[config.mk]
export PLATFORM = sky130hd
export DESIGN_NAME = intr_ctrl
export DESIGN_NICKNAME = d
export VERILOG_FILES = /design/src/rtl/intc_pkg.sv /design/src/rtl/intc_prio_enc.sv /design/src/rtl/intr_ctrl.sv
export SDC_FILE = /design/constraint.sdc
export NUM_CORES = 1
export LEC_CHECK = 0
export CAP_MARGIN = 20
export CORE_ASPECT_RATIO = 1.4
export CORE_MARGIN = 2
export CORE_UTILIZATION = 34
export CTS_BUF_LIST = sky130_fd_sc_hd__clkbuf_8
export CTS_CLUSTER_DIAMETER = 30
export DETAILED_ROUTE_END_ITERATION = 7
export PLACE_DENSITY = 0.83
export SLEW_MARGIN = 20
export SYNTH_ARGS = -nofsm -noshare
export SYNTH_HDL_FRONTEND = slang
export SYNTH_SLANG_ARGS = --single-unit
[constraint.sdc]
create_clock -name clk -period 1.7 [get_ports clk]
set_clock_uncertainty 0.15 [all_clocks]
set_input_delay 0.34 -clock clk [delete_from_list [all_inputs] [get_ports clk]]
set_output_delay 0.34 -clock clk [all_outputs]
set_load 0.05 [all_outputs]
[src/rtl/intc_pkg.sv]
// Shared definitions for the interrupt controller: FSM states,
// configuration register addresses and the interrupt id width.
package intc_pkg;

  // Width of every interrupt id carried between blocks
  localparam int ID_W = 5;

  // Request handshake states
  typedef enum logic [1:0] {
    IDLE    = 2'd0,
    REQ     = 2'd1,
    SERVICE = 2'd2
  } state_t;

  // Configuration register map
  localparam logic [1:0] ADDR_ENABLE  = 2'd0;
  localparam logic [1:0] ADDR_PENDING = 2'd1;
  localparam logic [1:0] ADDR_TCMP    = 2'd2;
  localparam logic [1:0] ADDR_TCNT    = 2'd3;

endpackage

[src/rtl/intc_prio_enc.sv]
// Lowest-index-wins priority encoder with a valid flag.
module intc_prio_enc
  import intc_pkg::*;
#(
  parameter int W = 8
) (
  input  logic [W-1:0]    req,
  output logic            vld,
  output logic [ID_W-1:0] idx
);

  // Scan from the top down so the lowest set bit is the last one written
  always_comb begin
    idx = '0;
    vld = |req;
    for (int i = W - 1; i >= 0; i--) begin
      if (req[i]) idx = ID_W'(i);
    end
  end

endmodule

[src/rtl/intr_ctrl.sv]
// Interrupt controller: edge-detected sources feed a pending register,
// masked by enable, and the lowest eligible id is handed to the core
// through an IDLE -> REQ -> SERVICE handshake (no nesting).
// Optional build macro INTC_TIMER_EN adds a 32-bit free-running timer
// whose compare match becomes internal source id NUM_SRC.
module intr_ctrl
  import intc_pkg::*;
#(
  parameter int NUM_SRC = 8
) (
  input  logic               clk,
  input  logic               reset,
  input  logic [NUM_SRC-1:0] src,
  input  logic               cfg_we,
  input  logic [1:0]         cfg_addr,
  input  logic [31:0]        cfg_wdata,
  output logic [31:0]        cfg_rdata,
  output logic               interrupt,
  output logic [ID_W-1:0]    irq_id,
  input  logic               irq_ack,
  input  logic               irq_done
);

`ifdef INTC_TIMER_EN
  localparam int TOT = NUM_SRC + 1;
`else
  localparam int TOT = NUM_SRC;
`endif

  state_t          state;
  logic [TOT-1:0]  raw;
  logic [TOT-1:0]  raw_p1;
  logic [TOT-1:0]  rise;
  logic [TOT-1:0]  enable;
  logic [TOT-1:0]  pending;
  logic [TOT-1:0]  eligible;
  logic [TOT-1:0]  sel;
  logic [TOT-1:0]  ack_clr;
  logic [TOT-1:0]  cfg_clr;
  logic            ack_fire;
  logic            id_en;
  logic            win_vld;
  logic [ID_W-1:0] win_id;
  logic            unused_wdata;

  // Upper write-data bits have no register behind them
  assign unused_wdata = ^cfg_wdata;

`ifdef INTC_TIMER_EN
  logic [31:0] tcnt;
  logic [31:0] tcmp;
  logic        tmatch;

  assign tmatch = (tcnt == tcmp);
  assign raw    = {tmatch, src};

  // Free-running count with software override; compare register
  always_ff @(posedge clk) begin
    if (reset) begin
      tcnt <= '0;
      tcmp <= 32'hFFFF_FFFF;
    end else begin
      if (cfg_we && cfg_addr == ADDR_TCNT) tcnt <= cfg_wdata;
      else                                 tcnt <= tcnt + 32'd1;
      if (cfg_we && cfg_addr == ADDR_TCMP) tcmp <= cfg_wdata;
    end
  end
`else
  assign raw = src;
`endif

  // Edge history: one cycle of each request line
  always_ff @(posedge clk) begin
    if (reset) raw_p1 <= '0;
    else       raw_p1 <= raw;
  end

  assign rise     = raw & ~raw_p1;
  assign ack_fire = (state == REQ) && irq_ack;
  assign cfg_clr  = (cfg_we && cfg_addr == ADDR_PENDING) ? cfg_wdata[TOT-1:0] : '0;

  // One-hot select of the id currently held by the FSM
  always_comb begin
    sel = '0;
    for (int i = 0; i < TOT; i++) begin
      sel[i] = (irq_id == ID_W'(i));
    end
  end

  assign ack_clr = ack_fire ? sel : '0;
  assign id_en   = |(enable & sel);

  // Pending: clears from ack or write-1-to-clear, a new edge always wins
  always_ff @(posedge clk) begin
    if (reset) pending <= '0;
    else       pending <= (pending & ~(cfg_clr | ack_clr)) | rise;
  end

  // Enable mask register
  always_ff @(posedge clk) begin
    if (reset)                                  enable <= '0;
    else if (cfg_we && cfg_addr == ADDR_ENABLE) enable <= cfg_wdata[TOT-1:0];
  end

  // Eligibility is built from registered state only
  assign eligible = pending & enable;

  intc_prio_enc #(
    .W (TOT)
  ) u_prio (
    .req (eligible),
    .vld (win_vld),
    .idx (win_id)
  );

  // Handshake FSM with registered interrupt and id outputs
  always_ff @(posedge clk) begin
    if (reset) begin
      state     <= IDLE;
      interrupt <= 1'b0;
      irq_id    <= '0;
    end else begin
      case (state)
        IDLE: begin
          if (win_vld) begin
            state     <= REQ;
            interrupt <= 1'b1;
            irq_id    <= win_id;
          end
        end
        REQ: begin
          // A taken trap outranks a late mask change
          if (irq_ack) begin
            state     <= SERVICE;
            interrupt <= 1'b0;
          end else if (!id_en) begin
            state     <= IDLE;
            interrupt <= 1'b0;
          end
        end
        SERVICE: begin
          if (irq_done) state <= IDLE;
        end
        default: begin
          state     <= IDLE;
          interrupt <= 1'b0;
        end
      endcase
    end
  end

  // Register read mux
  always_comb begin
    cfg_rdata = '0;
    case (cfg_addr)
      ADDR_ENABLE:  cfg_rdata = 32'(enable);
      ADDR_PENDING: cfg_rdata = 32'(pending);
`ifdef INTC_TIMER_EN
      ADDR_TCMP:    cfg_rdata = tcmp;
      ADDR_TCNT:    cfg_rdata = tcnt;
`endif
      default:      cfg_rdata = '0;
    endcase
  end

endmodule

==> impl_results.md <==
- Largest net degree at the start of global routing: 11
- Die Y: around 86 um
- Cell Area, Synth: ~1600 um2
- Vias in the first global route: 1367
- Vias: around 1.4k
- Die W: 62.64 um
- CTS clk-pin slew, worst paths: 0.06 ns
- Sw frac: 0.3257
- Detailed-route DRC error count: 0
- Status: completed
- Dominant synthesized flop cell: dfxtp_1
- DR pass1 iterations: 4
- Max clock buf depth: 2
- CP max stage delay: between 0.4 and 0.5 ns
- Largest cells by area after synthesis: dfxtp_1 (37%), buf_4 (12%), mux2i_1 (12%)
- Max_cap viols: 0
- Worst slack at placement: -0.2811 ns
- #FFs+latches synth: 30
- Comb power frac: 0.278
- I/O pin cnt: 85
- Sequential fraction of design power: 0.420
- Routed len/inst: 13.11 um
- DP HPWL: 2.977 mm
- Period utilisation layout: 0.9695
- Gpl congestion: 0.8920
- CTS Buf Count: 5
- Data arrival, critical path: between 1 and 1.5 ns
- Min Hold Slack: 0.2589 ns
- Nets@finish: between 200 and 300
- Hold Path Class: register to register
- CP startpoint kind: register
- Starting density of the core: 0.3580
- Clock power share: 0.302
- Top-area cell type share of the netlist area: 0.3670
- Crit. End Element: primary output
- Layout area overhead: 44.57%
- Row cnt: 29
- Synthesized area per cell: 8.705 um2
- Setup CP Type: register to primary output
- Number of synthesized flops with an enable pin: 0
- Max-slew violation count: 0
- Max Clock Freq: 606.8 MHz
- Switching power: between 0.6 and 0.7 mW
- CP max stage cell: dfxtp_1
- Initial antenna violation count: 0
- YS warnings: 0
- Min cycle time layout: 1.648 ns
- H-tree levels: 2
- DRT iter0 DRCs: 78
- PnR worst setup slack: 0.05188 ns
- Final Hold Viols: 0
- Final wirelength: 3.934 mm
- Total track usage: 0.1550
- Clk Latency, worst-skew pair: around 0.28 ns
- Crit path max fanout: 5
- Layout cells sized above 1: 0.2437
- Pint: 1.287 mW
- Core area: 4572 um2
- Distinct cells, synth: 33
- Global-route wire length before repair: approximately 6.5 mm
- RSZ-0062 raised after global routing: false
- Clock root cell: clkbuf_8
- CTS tree: yes
- # port buffers: 34
- Diodes inserted: 0
- Most frequent cells in the layout: conb_1 (26), dfxtp_1 (26), nand2_1 (24)
- Pleak: 0.9690 nW
- Final setup vio count: 0
- Utilization after layout: 0.5175
- VDD IR-drop max: 0.6079 mV
- Fillers: 414
- Cells after Synth: 188
- Asr flop ratio synth: 0
- P per Cell Area: 806.6 nW/um2
- Gr ovfl total: 0
- Req. time, crit path: 1.21 ns
- Area leader, netlist: dfxtp_1
- Antenna viol nets, final: 0
- Die area: 5392 um2
- Vias per cell: 4.767
- CP Cell Sequence: mux2i_4, nor2_2, buf_12
- Sequential area share after synthesis: 0.3670
- Clock sink total: 30
==> layer usage <==
metal  vias to the layer above  global-route usage  share of wire
li1                        697                   -              -
met2                        71              0.2815           0.53
met4                         0             0.06667          0.031
met5                         -                   0              0
met1                       652              0.1642           0.37
met3                        10             0.04856          0.076
==> cells by family after synthesis <==
family | count (synthesis) | share of synthesized area
and+or+nand+nor | 65 | 0.1820
other | 1 | 0.002291
buffers and inverters | 41 | 0.1674
AOI/OAI and AO/OA | 32 | 0.1651
DFF | 30 | 0.3670
muxes | 19 | 0.1162
==> metrics by stage <==
step	instances	setup TNS (ns)	total power, mW	cell area (um2)
detailed placement	291	-5.553	1.313	2177
global placement	291	-5.100	1.306	2177
global route	300	0	1.989	2366
CTS	300	0	1.917	2357
finish	300	0	1.908	2366
floorplan	213	-0.05888	1.160	1754
==> power by group through the flow <==
stage          Combinational (mW)  Clock (mW)  Sequential [mW]
2_1_floorplan               0.341           0            0.819
3_3_place_gp                0.497           0            0.809
3_5_place_dp                0.503           0            0.810
4_1_cts                     0.529       0.587            0.802
5_1_grt                     0.559       0.622            0.808
6_report                    0.530       0.577            0.802
==> path summary, 6_finish.rpt <==
| kind | start | to | slack [ns] | cells after the start |
|---|---|---|---|---|
| setup / recovery | pending[3] | cfg_rdata[3] | 0.05 | 3 |
| hold / removal | raw_p1[2] | pending[2] | 0.26 | 1 |
| setup reg to reg | irq_id[1] | interrupt | 0.05 | 4 |
| hold reg to reg | raw_p1[2] | pending[2] | 0.26 | 1 |
==> cells in the mapped netlist (2+ instances only) <==
master and number:
o21ai_0 4, nand3_1 3, dfxtp_1 30, a21oi_1 3, a22o_1 4, nor2b_1 12
mux2i_1 19, buf_2 3, o31ai_1 2, inv_1 7, buf_4 26, a31oi_1 2
nor2_1 21, clkbuf_1 3, a41o_1 5, nand2_1 24, a221o_1 3, a32o_1 2
==> worst max-delay path, delay by kind of cell (launching register included) <==
| family | cells | cell delay (ns) |
|---|---|---|
| AND/OR/NAND/NOR | 1 | 0.15 |
| flip-flops | 1 | 0.47 |
| multiplexers | 1 | 0.12 |
| buffers and inverters | 1 | 0.15 |
==> what timing repair did <==
action	4_1_cts	5_1_grt
endpoints found under the setup margin	8	1
gates resized for setup	18	4
cloned	1	0
pin swaps	1	0
buffers inserted	0	0
hold buffers	0	0
==> registers in the layout, indices dropped and copies added (netlist names) <==
register	count
state	2
raw_p1	8
interrupt	1
enable	8
pending	8
irq_id	3
==> layout make-up <==
| type | count | area (um2) | share of cell area |
|---|---|---|---|
| multi-input combinational | 142 | 939.7 | 0.3971 |
| tap | 62 | 77.57 | 0.03279 |
| timing repair buffer | 51 | 618.1 | 0.2612 |
| inverter | 7 | 26.28 | 0.01111 |
| clock inverter | 2 | 8.758 | 0.003702 |
| sequential | 30 | 613.1 | 0.2591 |
| clock buffer | 6 | 82.58 | 0.03490 |
Note: power is estimated with default switching activity, not from simulation.
